$ cat src/rtl/tl_pkg.sv
// Shared constants for the transaction-layer FIFO bank controller.
package tl_pkg;
    localparam int NUM_CH = 4;

    localparam logic [3:0] ST_RESET  = 4'b0001;
    localparam logic [3:0] ST_INIT   = 4'b0010;
    localparam logic [3:0] ST_IDLE   = 4'b0100;
    localparam logic [3:0] ST_ACTIVE = 4'b1000;

    localparam int UMBRAL_AF_DEF = 6;
    localparam int UMBRAL_AE_DEF = 0;

    function automatic logic [1:0] oh2idx(input logic [NUM_CH-1:0] oh);
        oh2idx = '0;
        for (int i = 0; i < NUM_CH; i++) begin
            if (oh[i]) oh2idx = 2'(i);
        end
    endfunction
endpackage

$ cat src/rtl/rr_arbiter4.sv
// Four-way round-robin grant; the previous cycle's winner is masked so a FIFO
// whose empty flag has not yet caught up with its last pop is never re-popped.
module rr_arbiter4
    import tl_pkg::*;
(
    input  logic              clk,
    input  logic              reset,
    input  logic              en_i,
    input  logic [NUM_CH-1:0] req_i,
    output logic [NUM_CH-1:0] gnt_o
);
    logic [1:0]        rr_ptr_q;
    logic [1:0]        last_q;
    logic              last_vld_q;
    logic [NUM_CH-1:0] cand;
    logic [1:0]        gidx;
    logic [1:0]        idx;
    logic              found;

    always_comb begin
        cand = req_i;
        if (last_vld_q) cand[last_q] = 1'b0;
        gnt_o = '0;
        gidx  = '0;
        idx   = '0;
        found = 1'b0;
        for (int k = 0; k < NUM_CH; k++) begin
            idx = rr_ptr_q + 2'(k);
            if (en_i && !found && cand[idx]) begin
                found = 1'b1;
                gidx  = idx;
            end
        end
        if (found) gnt_o[gidx] = 1'b1;
    end

    always_ff @(posedge clk) begin
        if (reset) begin
            rr_ptr_q   <= '0;
            last_q     <= '0;
            last_vld_q <= 1'b0;
        end else if (found) begin
            rr_ptr_q   <= gidx + 2'd1;
            last_q     <= gidx;
            last_vld_q <= 1'b1;
        end else begin
            last_vld_q <= 1'b0;
        end
    end
endmodule

$ cat src/rtl/tl_fifo_arbiter.sv
// FIFO-bank controller: one-hot state bus, threshold distribution, round-robin
// pops from four input FIFOs and a two-stage route into four destination FIFOs.
module tl_fifo_arbiter
    import tl_pkg::*;
#(
    parameter int DATA_WIDTH = 12,
    parameter int UMBRAL_W   = 3,
    parameter int CNT_W      = 8
) (
    input  logic                         clk,
    input  logic                         reset,
    input  logic                         init,
    input  logic [UMBRAL_W-1:0]          umbral_AF_in,
    input  logic [UMBRAL_W-1:0]          umbral_AE_in,
    input  logic [NUM_CH-1:0]            fifo_empty,
    input  logic [NUM_CH*DATA_WIDTH-1:0] in_data,
    input  logic [NUM_CH-1:0]            out_almost_full,
    output logic [3:0]                   state,
    output logic [UMBRAL_W-1:0]          umbral_AF_out,
    output logic [UMBRAL_W-1:0]          umbral_AE_out,
    output logic [NUM_CH-1:0]            pop,
    output logic [NUM_CH-1:0]            push,
    output logic [DATA_WIDTH-1:0]        data_out,
    output logic [CNT_W-1:0]             xfer_count,
    output logic                         idle
);
    logic [3:0]            state_q, state_d;
    logic [UMBRAL_W-1:0]   af_q, ae_q;
    logic [NUM_CH-1:0]     pop_q, push_q, push_d, gnt;
    logic [DATA_WIDTH-1:0] data_q, word;
    logic [CNT_W-1:0]      cnt_q;
    logic                  idle_q;
    // [0]: a pop was issued last cycle (word on the bus now); [1]: push visible now
    logic [1:0]            vld_pipe_q;
    logic [1:0]            sel_q;
    logic                  arb_en;

    // Any destination near full blocks all grants: the route is unknown until the word is read.
    assign arb_en = (state_q == ST_ACTIVE) && (out_almost_full == '0);

    rr_arbiter4 u_arb (
        .clk   (clk),
        .reset (reset),
        .en_i  (arb_en),
        .req_i (~fifo_empty),
        .gnt_o (gnt)
    );

    assign word = in_data[int'(sel_q)*DATA_WIDTH +: DATA_WIDTH];

    always_comb begin
        push_d = '0;
        if (vld_pipe_q[0]) push_d = NUM_CH'(1) << word[DATA_WIDTH-1 -: 2];
    end

    always_comb begin
        state_d = state_q;
        case (state_q)
            ST_RESET:  state_d = ST_INIT;
            ST_INIT:   if (!init) state_d = ST_IDLE;
            ST_IDLE:   if (fifo_empty != '1) state_d = ST_ACTIVE;
            ST_ACTIVE: if (fifo_empty == '1 && vld_pipe_q == 2'b00) state_d = ST_IDLE;
            default:   state_d = ST_RESET;
        endcase
    end

    always_ff @(posedge clk) begin
        if (reset) begin
            state_q    <= ST_RESET;
            af_q       <= UMBRAL_W'(UMBRAL_AF_DEF);
            ae_q       <= UMBRAL_W'(UMBRAL_AE_DEF);
            pop_q      <= '0;
            push_q     <= '0;
            data_q     <= '0;
            cnt_q      <= '0;
            idle_q     <= 1'b0;
            vld_pipe_q <= '0;
            sel_q      <= '0;
        end else begin
            state_q <= state_d;
            if (state_q == ST_INIT && init) begin
                af_q <= umbral_AF_in;
                ae_q <= umbral_AE_in;
            end
            pop_q      <= gnt;
            vld_pipe_q <= {vld_pipe_q[0], |pop_q};
            sel_q      <= oh2idx(pop_q);
            push_q     <= push_d;
            if (vld_pipe_q[0]) data_q <= word;
            // Counts in step with push so the value includes the word now on data_out.
            cnt_q  <= cnt_q + {{(CNT_W-1){1'b0}}, |push_d};
            idle_q <= (state_d == ST_IDLE);
        end
    end

    assign state         = state_q;
    assign umbral_AF_out = af_q;
    assign umbral_AE_out = ae_q;
    assign pop           = pop_q;
    assign push          = push_q;
    assign data_out      = data_q;
    assign xfer_count    = cnt_q;
    assign idle          = idle_q;
endmodule

$ cat config.mk
export PLATFORM = sky130hd
export DESIGN_NAME = tl_fifo_arbiter
export DESIGN_NICKNAME = d
export VERILOG_FILES = /design/src/rtl/tl_pkg.sv /design/src/rtl/rr_arbiter4.sv /design/src/rtl/tl_fifo_arbiter.sv
export SDC_FILE = /design/constraint.sdc
export NUM_CORES = 1
export LEC_CHECK = 0
export BUFFER_PORTS_ARGS = -buffer_cell sky130_fd_sc_hd__buf_2
export CORE_MARGIN = 2
export CORE_UTILIZATION = 43
export CTS_CLUSTER_DIAMETER = 200
export DETAILED_ROUTE_END_ITERATION = 8
export GPL_ROUTABILITY_DRIVEN = 0
export PLACE_DENSITY = 0.74
export SLEW_MARGIN = 30
export SYNTH_ARGS = -nofsm -noshare
export SYNTH_HDL_FRONTEND = slang
export SYNTH_SLANG_ARGS = --single-unit
$ cat constraint.sdc
create_clock -name clk -period 2.5 [get_ports clk]
set_input_delay 0 -clock clk [delete_from_list [all_inputs] [get_ports clk]]
set_output_delay 0 -clock clk [all_outputs]
set_load 0.01 [all_outputs]
==> out/qor.yml, run 1 <==
yosysWarnings: 0
drt_pass1_iterations: 4
finalSetupTns_ns: 0
syn_area_mm2: 0.00239
dr_wl_met2_mm: 3.01
synth_most_common_cell: "dfxtp_1"
holdCritStartpoint: "init"
met1_length_mm: 2.33
hp-class: "in -> reg"
syn_nets: 309
pre_cts_ws_ns: 0.000131
io-pin-count: 104
crit_start: "u_arb.rr_ptr_q[0]$_SDFFE_PP0P_"
final_nets: 430
drive_gt1_share_pct: 43.9
clk_pin_slew_ns: 0.09
hpwl_mm: 4.25
end_kind: "register"
drc: 0
overflow: 0
avgRoutedWirePerCell_um: 13.3
synth_top_area_cell: "dfxtp_1"
clockBufferDepth: 2
leakagePower_uw: 0.00143
cts_root_buf: "clkbuf_8"
power_uw: 1430
finalSetupViolations: 0
met3_length_um: 282
finalCriticalPeriod_ns: 2.43
syn_avg_cell_area_um2: 10.0
synth_edf_count: 0
dp_cells: 416
async_reset_ff_share_pct: 0
synth_flop_cell: "dfxtp_1"
die_w_um: 78.5
fp.dieArea_mm2: 0.00616
die_h_um: 78.5
critPathLaunchType: "register"
io_buffer_count: 103
cts_htree_levels: 2
drt_iter0_markers: 100
grt_antenna_before_repair: 0
drt_wl_total_mm: 5.73
worst_slew_pin_slew_ns: 0.682
coreArea_mm2: 0.00544
rows: 27
status: "completed"
critPathKind: "reg -> reg"
grt_pass1_vias: 2091
synth.ff_latch_count: 48
clock_latency_ns: 0.30
worst-path-max-fanout: 7
vias: 2228
synth_top_cells_by_area: "dfxtp_1 (40%), mux4_2 (11%), mux2i_1 (7.6%)"
required_ns: 2.67
arrival_ns: 2.60
grt_pass1_wl_mm: 9.06
hold_violations: 0
grt_usage_pct: 18.3
grt_max_degree: 39
ant_nets: 0
antennaDiodeCount: 0
fillCellCount: 487
cts.sinks: 48
synth_top_cells_by_count: "dfxtp_1 (48), nor2_1 (38), mux2i_1 (18), mux4_2 (12)"
worstReg2RegStart: "u_arb.rr_ptr_q[0]$_SDFFE_PP0P_"
numCtsBuffers: 5
synth_top_area_share_pct: 40.3
maxCapViolations: 0
timing.hold.ws_ns: 0.117
clock-skew-final_ns: 0.00561
p_per_area_mw_per_mm2: 437
synth.distinct_cells: 48
tritoncts: "built"
fmax_mhz: 412
yosysSeqAreaShare_pct: 40.3
top_layer: "met4"
drv_slew: 0
finalCritPeriodShare_pct: 97.1
finalNonFillerCells: 432
slew_headroom_pct: 54.5
start_util_pct: 43.9
rsz0062_at_grt: "yes"
syn_inst: 238
syn_to_final_growth_pct: 37.7
fin_ws_ns: 0.0716
ir_drop_mv: 0.296
via_per_inst: 5.16
[report_power, final]
group	switching [uW]	leakage, uW	internal [uW]
logic	68.6	0.000988	93.3
registers	14.4	0.000389	773
clock network	259	0.0000516	226
[final cells by class]
type | instances | area [um^2] | share of cell area (%)
clock buffer | 6 | 82.6 | 2.51
clock inverter | 2 | 13.8 | 0.419
inverter | 2 | 7.51 | 0.229
multi-input combinational | 175 | 1410 | 42.8
sequential | 48 | 967 | 29.4
tap | 72 | 90.1 | 2.74
timing repair buffer | 127 | 718 | 21.9
[metrics by stage]
stage / utilization (%) / cell area, um^2
4_1_cts: 59.2 / 3220
6_report: 60.4 / 3280
3_5_place_dp: 56.1 / 3050
3_3_place_gp: 56.1 / 3050
2_1_floorplan: - / 2390
5_1_grt: 60.4 / 3280
[critical path: stages (launching register included)]
cell	delay, ns
dfxtp_4	0.37
buf_6	0.13
nor2b_1	0.13
o22a_1	0.18
or4_4	0.51
o32a_1	0.40
a21oi_2	0.16
ha_1	0.24
mux2i_1	0.13
nor2_1	0.05
[sequential cells by signal, indices dropped and copies added (netlist names)]
name              flops
u_arb.last_vld_q      1
state                 4
u_arb.last_q          2
push                  4
idle                  1
umbral_AF_out         3
sel_q                 2
xfer_count            8
data_out             12
pop                   4
vld_pipe_q            2
u_arb.rr_ptr_q        2
umbral_AE_out         3
[final timing paths]
| kind | slack, ns | cells after the start | to |
|---|---|---|---|
| max | 0.07 | 9 | u_arb.rr_ptr_q[1]$_SDFFE_PP0P_ |
| min | 0.12 | 4 | state[1]$_SDFF_PP0_ |
| max reg2reg | 0.07 | 9 | u_arb.rr_ptr_q[1]$_SDFFE_PP0P_ |
| min reg2reg | 0.50 | 2 | data_out[2]$_SDFFE_PP0P_ |
[cell families after synthesis]
family,synth area share (%)
buf+inv,2.83
compound gates,11.0
fa+ha+maj,3.15
xor+xnor,3.67
mux,19.8
flops,40.3
simple gates,19.2
[cell usage in the layout (no fill, tap or decap), types with 2 or more instances in the layout]
cell type / instances
dfxtp_2: 2
mux2_2: 2
a21oi_1: 5
ha_1: 6
dlygate4sd3_1: 6
buf_6: 2
nand3b_1: 2
clkbuf_8: 6
xnor2_1: 2
o21ai_0: 9
o221ai_1: 2
mux4_2: 12
nor2b_1: 8
nor4_1: 4
o22ai_1: 3
mux2i_1: 18
inv_1: 2
buf_2: 103
nor3b_1: 2
dfxtp_1: 45
nor3_1: 2
a211o_1: 3
and3_1: 3
buf_4: 16
nand2_1: 7
xor2_1: 7
and2_1: 4
a211oi_2: 2
nor2_1: 37
nand3_1: 6
nand2b_1: 2
[timing repair]
item / 4_1_cts / 5_1_grt
resized for setup: 3 / 13
hold buffers: 6 / 0
endpoints found under the setup margin: 1 / 2
cloned: 0 / 0
pin swaps: 0 / 4
setup buffers: 0 / 2
hold endpoints to repair: 6 / 0
[routing by layer]
metal / track usage, % / vias up
met4: 6.67 / 0
li1: - / 1108
met5: 0 / -
met3: 4.37 / 10
met2: 33.0 / 72
met1: 21.0 / 1038
No activity file was read; power rests on OpenSTA's default activity.
==> inputs of run 2 (changes only) <==
ABC_AREA = 1   (was default)
CORE_UTILIZATION = 44   (was 43)
PLACE_DENSITY = 0.75   (was 0.74)
==> run 2 against run 1 <==
Net effect: final cell count increased by 28%; combinational power decreased by 7%; wire length increased by 16%; die area increased by 5.6%; critical path depth increased by 3; highest routed layer unchanged; synthesized cell count increased by 59%; synthesized area increased by 8.3%; largest power group unchanged; core utilization decreased by 0.95 points.
==> out/qor.yml, run 2 <==
cts_hold_buf: 6
slew_headroom_pct: 59.2
multi_input_area_mm2: 0.00135
end_kind: "register"
finalSetupTns_ns: 0
synth_top_area_cell: "dfxtp_1"
numCtsBuffers: 5
yosysSeqAreaShare_pct: 37.2
syn_to_final_growth_pct: 28.2
synth_edf_count: 0
grt_pass1_vias: 2488
hold_violations: 0
internal_power_uw: 1140
required_ns: 2.68
cts_htree_levels: 2
die_w_um: 80.7
grt_max_degree: 28
path_cells: "inv_2, nand3_1, nand3_2, nand2_2, inv_2, o21ai_4, nand2_2, o211ai_2, nand2_1, ha_1, inv_1, a21oi_1"
overflow: 0
fp.dieArea_mm2: 0.00650
cpPeakStageDelay_ns: 0.56
io-pin-count: 104
clock_latency_ns: 0.29
grt_antenna_before_repair: 0
coreArea_mm2: 0.00557
grt_pass1_wl_mm: 10.5
via_per_inst: 5.07
seqCellArea_um2: 961
tritoncts: "built"
avgRoutedWirePerCell_um: 12.0
hpwl_mm: 5.05
final_area_mm2: 0.00331
layout_common_cells: "buf_2 (103), nor2_1 (69), nand2_1 (54)"
rows: 27
drive_gt1_share_pct: 28.2
synth.distinct_cells: 30
fillCellCount: 530
syn_nets: 449
leakagePower_uw: 0.00172
p_sw_share_pct: 22.4
cts.sinks: 48
synth_top_area_share_pct: 37.2
power_frac_seq_pct: 53.1
grt_usage_pct: 20.0
pre_cts_ws_ns: 0.372
async_reset_ff_share_pct: 0
arrival_ns: 2.36
fmax_mhz: 459
synth.ff_latch_count: 48
synth_top_cells_by_area: "dfxtp_1 (37%), nor2_1 (10%), nand2_1 (7.8%)"
ant_nets: 0
clk_pin_slew_ns: 0.08
die_h_um: 80.7
fin_ws_ns: 0.319
maxCapViolations: 0
p_per_area_mw_per_mm2: 444
cts_root_buf: "clkbuf_8"
synth_most_common_cell: "nor2_1"
clock-skew-final_ns: 0.00391
hp-class: "in -> reg"
drv_slew: 0
worst_slew_pin_slew_ns: 0.612
layout_commonest_cell: "buf_2"
post_cts_buffers: 0
placed_area_mm2: 0.00315
yosysWarnings: 0
syn_area_mm2: 0.00258
cts.repair.resized: 0
met1_length_mm: 2.85
largest_reg_flops: 12
final_nets: 553
finalCritPeriodShare_pct: 87.2
power_uw: 1470
p_clk_share_pct: 36.7
ir_drop_mv: 0.390
syn_inst: 378
worst-path-max-fanout: 8
antennaDiodeCount: 0
critPathSlowestCell: "dfxtp_1"
io_buffer_count: 103
drc: 0
critPathLaunchType: "register"
drt_iter0_markers: 113
drt_pass1_iterations: 5
start_util_pct: 46.4
critPathKind: "reg -> reg"
rsz0062_at_grt: "no"
cp_num_buf_inv: 3
p_sw_uw: 330
status: "completed"
drt_wl_total_mm: 6.67
synth_top_cells_by_count: "nor2_1 (69), nand2_1 (54), inv_1 (50), dfxtp_1 (48), o21ai_0 (36)"
fin_util_pct: 59.4
combPwrFrac_pct: 10.2
top_layer: "met4"
finalSetupViolations: 0
clockBufferDepth: 2
cpLargestDelayFamily: "simple AND/OR/NAND/NOR gates"
finalCriticalPeriod_ns: 2.18
dr_wl_met2_mm: 3.29
syn_avg_cell_area_um2: 6.84
met3_length_um: 412
vias: 2813
synth_flop_cell: "dfxtp_1"
## run 2: changes by cell type after synthesis, sizes merged, moves of 6 or more
cell	change
nand4	+7
inv	+52
nor2b	-9
mux4	-12
nor2	+33
nand3	+36
nand2	+51
mux2i	-18
o21ai	+28
xor2	-6
a21oi	+10
o22ai	+8
## run 2: metrics by stage
step	cells	hold slack, ns
after CTS	555	0.0728
final	555	0.0747
after floorplan	378	0.113
after global routing	555	0.0890
after detailed placement	541	0.213
after global placement	541	0.210
## run 2: layout make-up
cell class | instances | area share (%)
Sequential cell | 48 | 29.0
Multi-Input combinational cell | 261 | 40.9
Timing Repair Buffer | 112 | 18.1
Clock inverter | 2 | 1.06
Inverter | 54 | 6.12
Tap cell | 72 | 2.72
Clock buffer | 6 | 2.19
## run 2: logic make-up after synthesis
kind of cell / count (synthesis) / share of synthesized area [%]
compound gates: 69 / 15.1
simple gates: 184 / 33.0
buf+inv: 69 / 10.5
xor+xnor: 2 / 1.40
flops: 48 / 37.2
fa+ha+maj: 6 / 2.90
## run 2: metal layers
metal,vias up,GRT usage (%)
met5,-,0
met4,0,5.08
met2,91,36.5
met3,17,4.94
li1,1431,-
met1,1274,23.3
## run 2: worst min-delay path, stage by stage
cell     delay (ns)
buf_2          0.08
nor2_1         0.03
o22ai_1        0.10
o21ai_0        0.08
inv_1          0.05
## run 2: path summary, 6_finish.rpt
kind                                    end                      startpoint  cells past startpoint  slack [ns]
max reg2reg  u_arb.rr_ptr_q[1]$_SDFFE_PP0P_  u_arb.rr_ptr_q[0]$_SDFFE_PP0P_                     12        0.32
max          u_arb.rr_ptr_q[1]$_SDFFE_PP0P_  u_arb.rr_ptr_q[0]$_SDFFE_PP0P_                     12        0.32
min reg2reg   umbral_AE_out[0]$_SDFFE_PP0P_   umbral_AE_out[0]$_SDFFE_PP0P_                      2        0.48
min                data_out[2]$_SDFFE_PP0P_                      in_data[2]                      5        0.07
## run 2: power by group through the flow
| stage | registers, uW | clock network (uW) | logic, uW |
|---|---|---|---|
| 3_5_place_dp | 800 | 0 | 141 |
| 6_report | 782 | 541 | 150 |
| 5_1_grt | 784 | 583 | 167 |
| 3_3_place_gp | 799 | 0 | 137 |
| 4_1_cts | 782 | 554 | 149 |
| 2_1_floorplan | 803 | 0 | 63.6 |
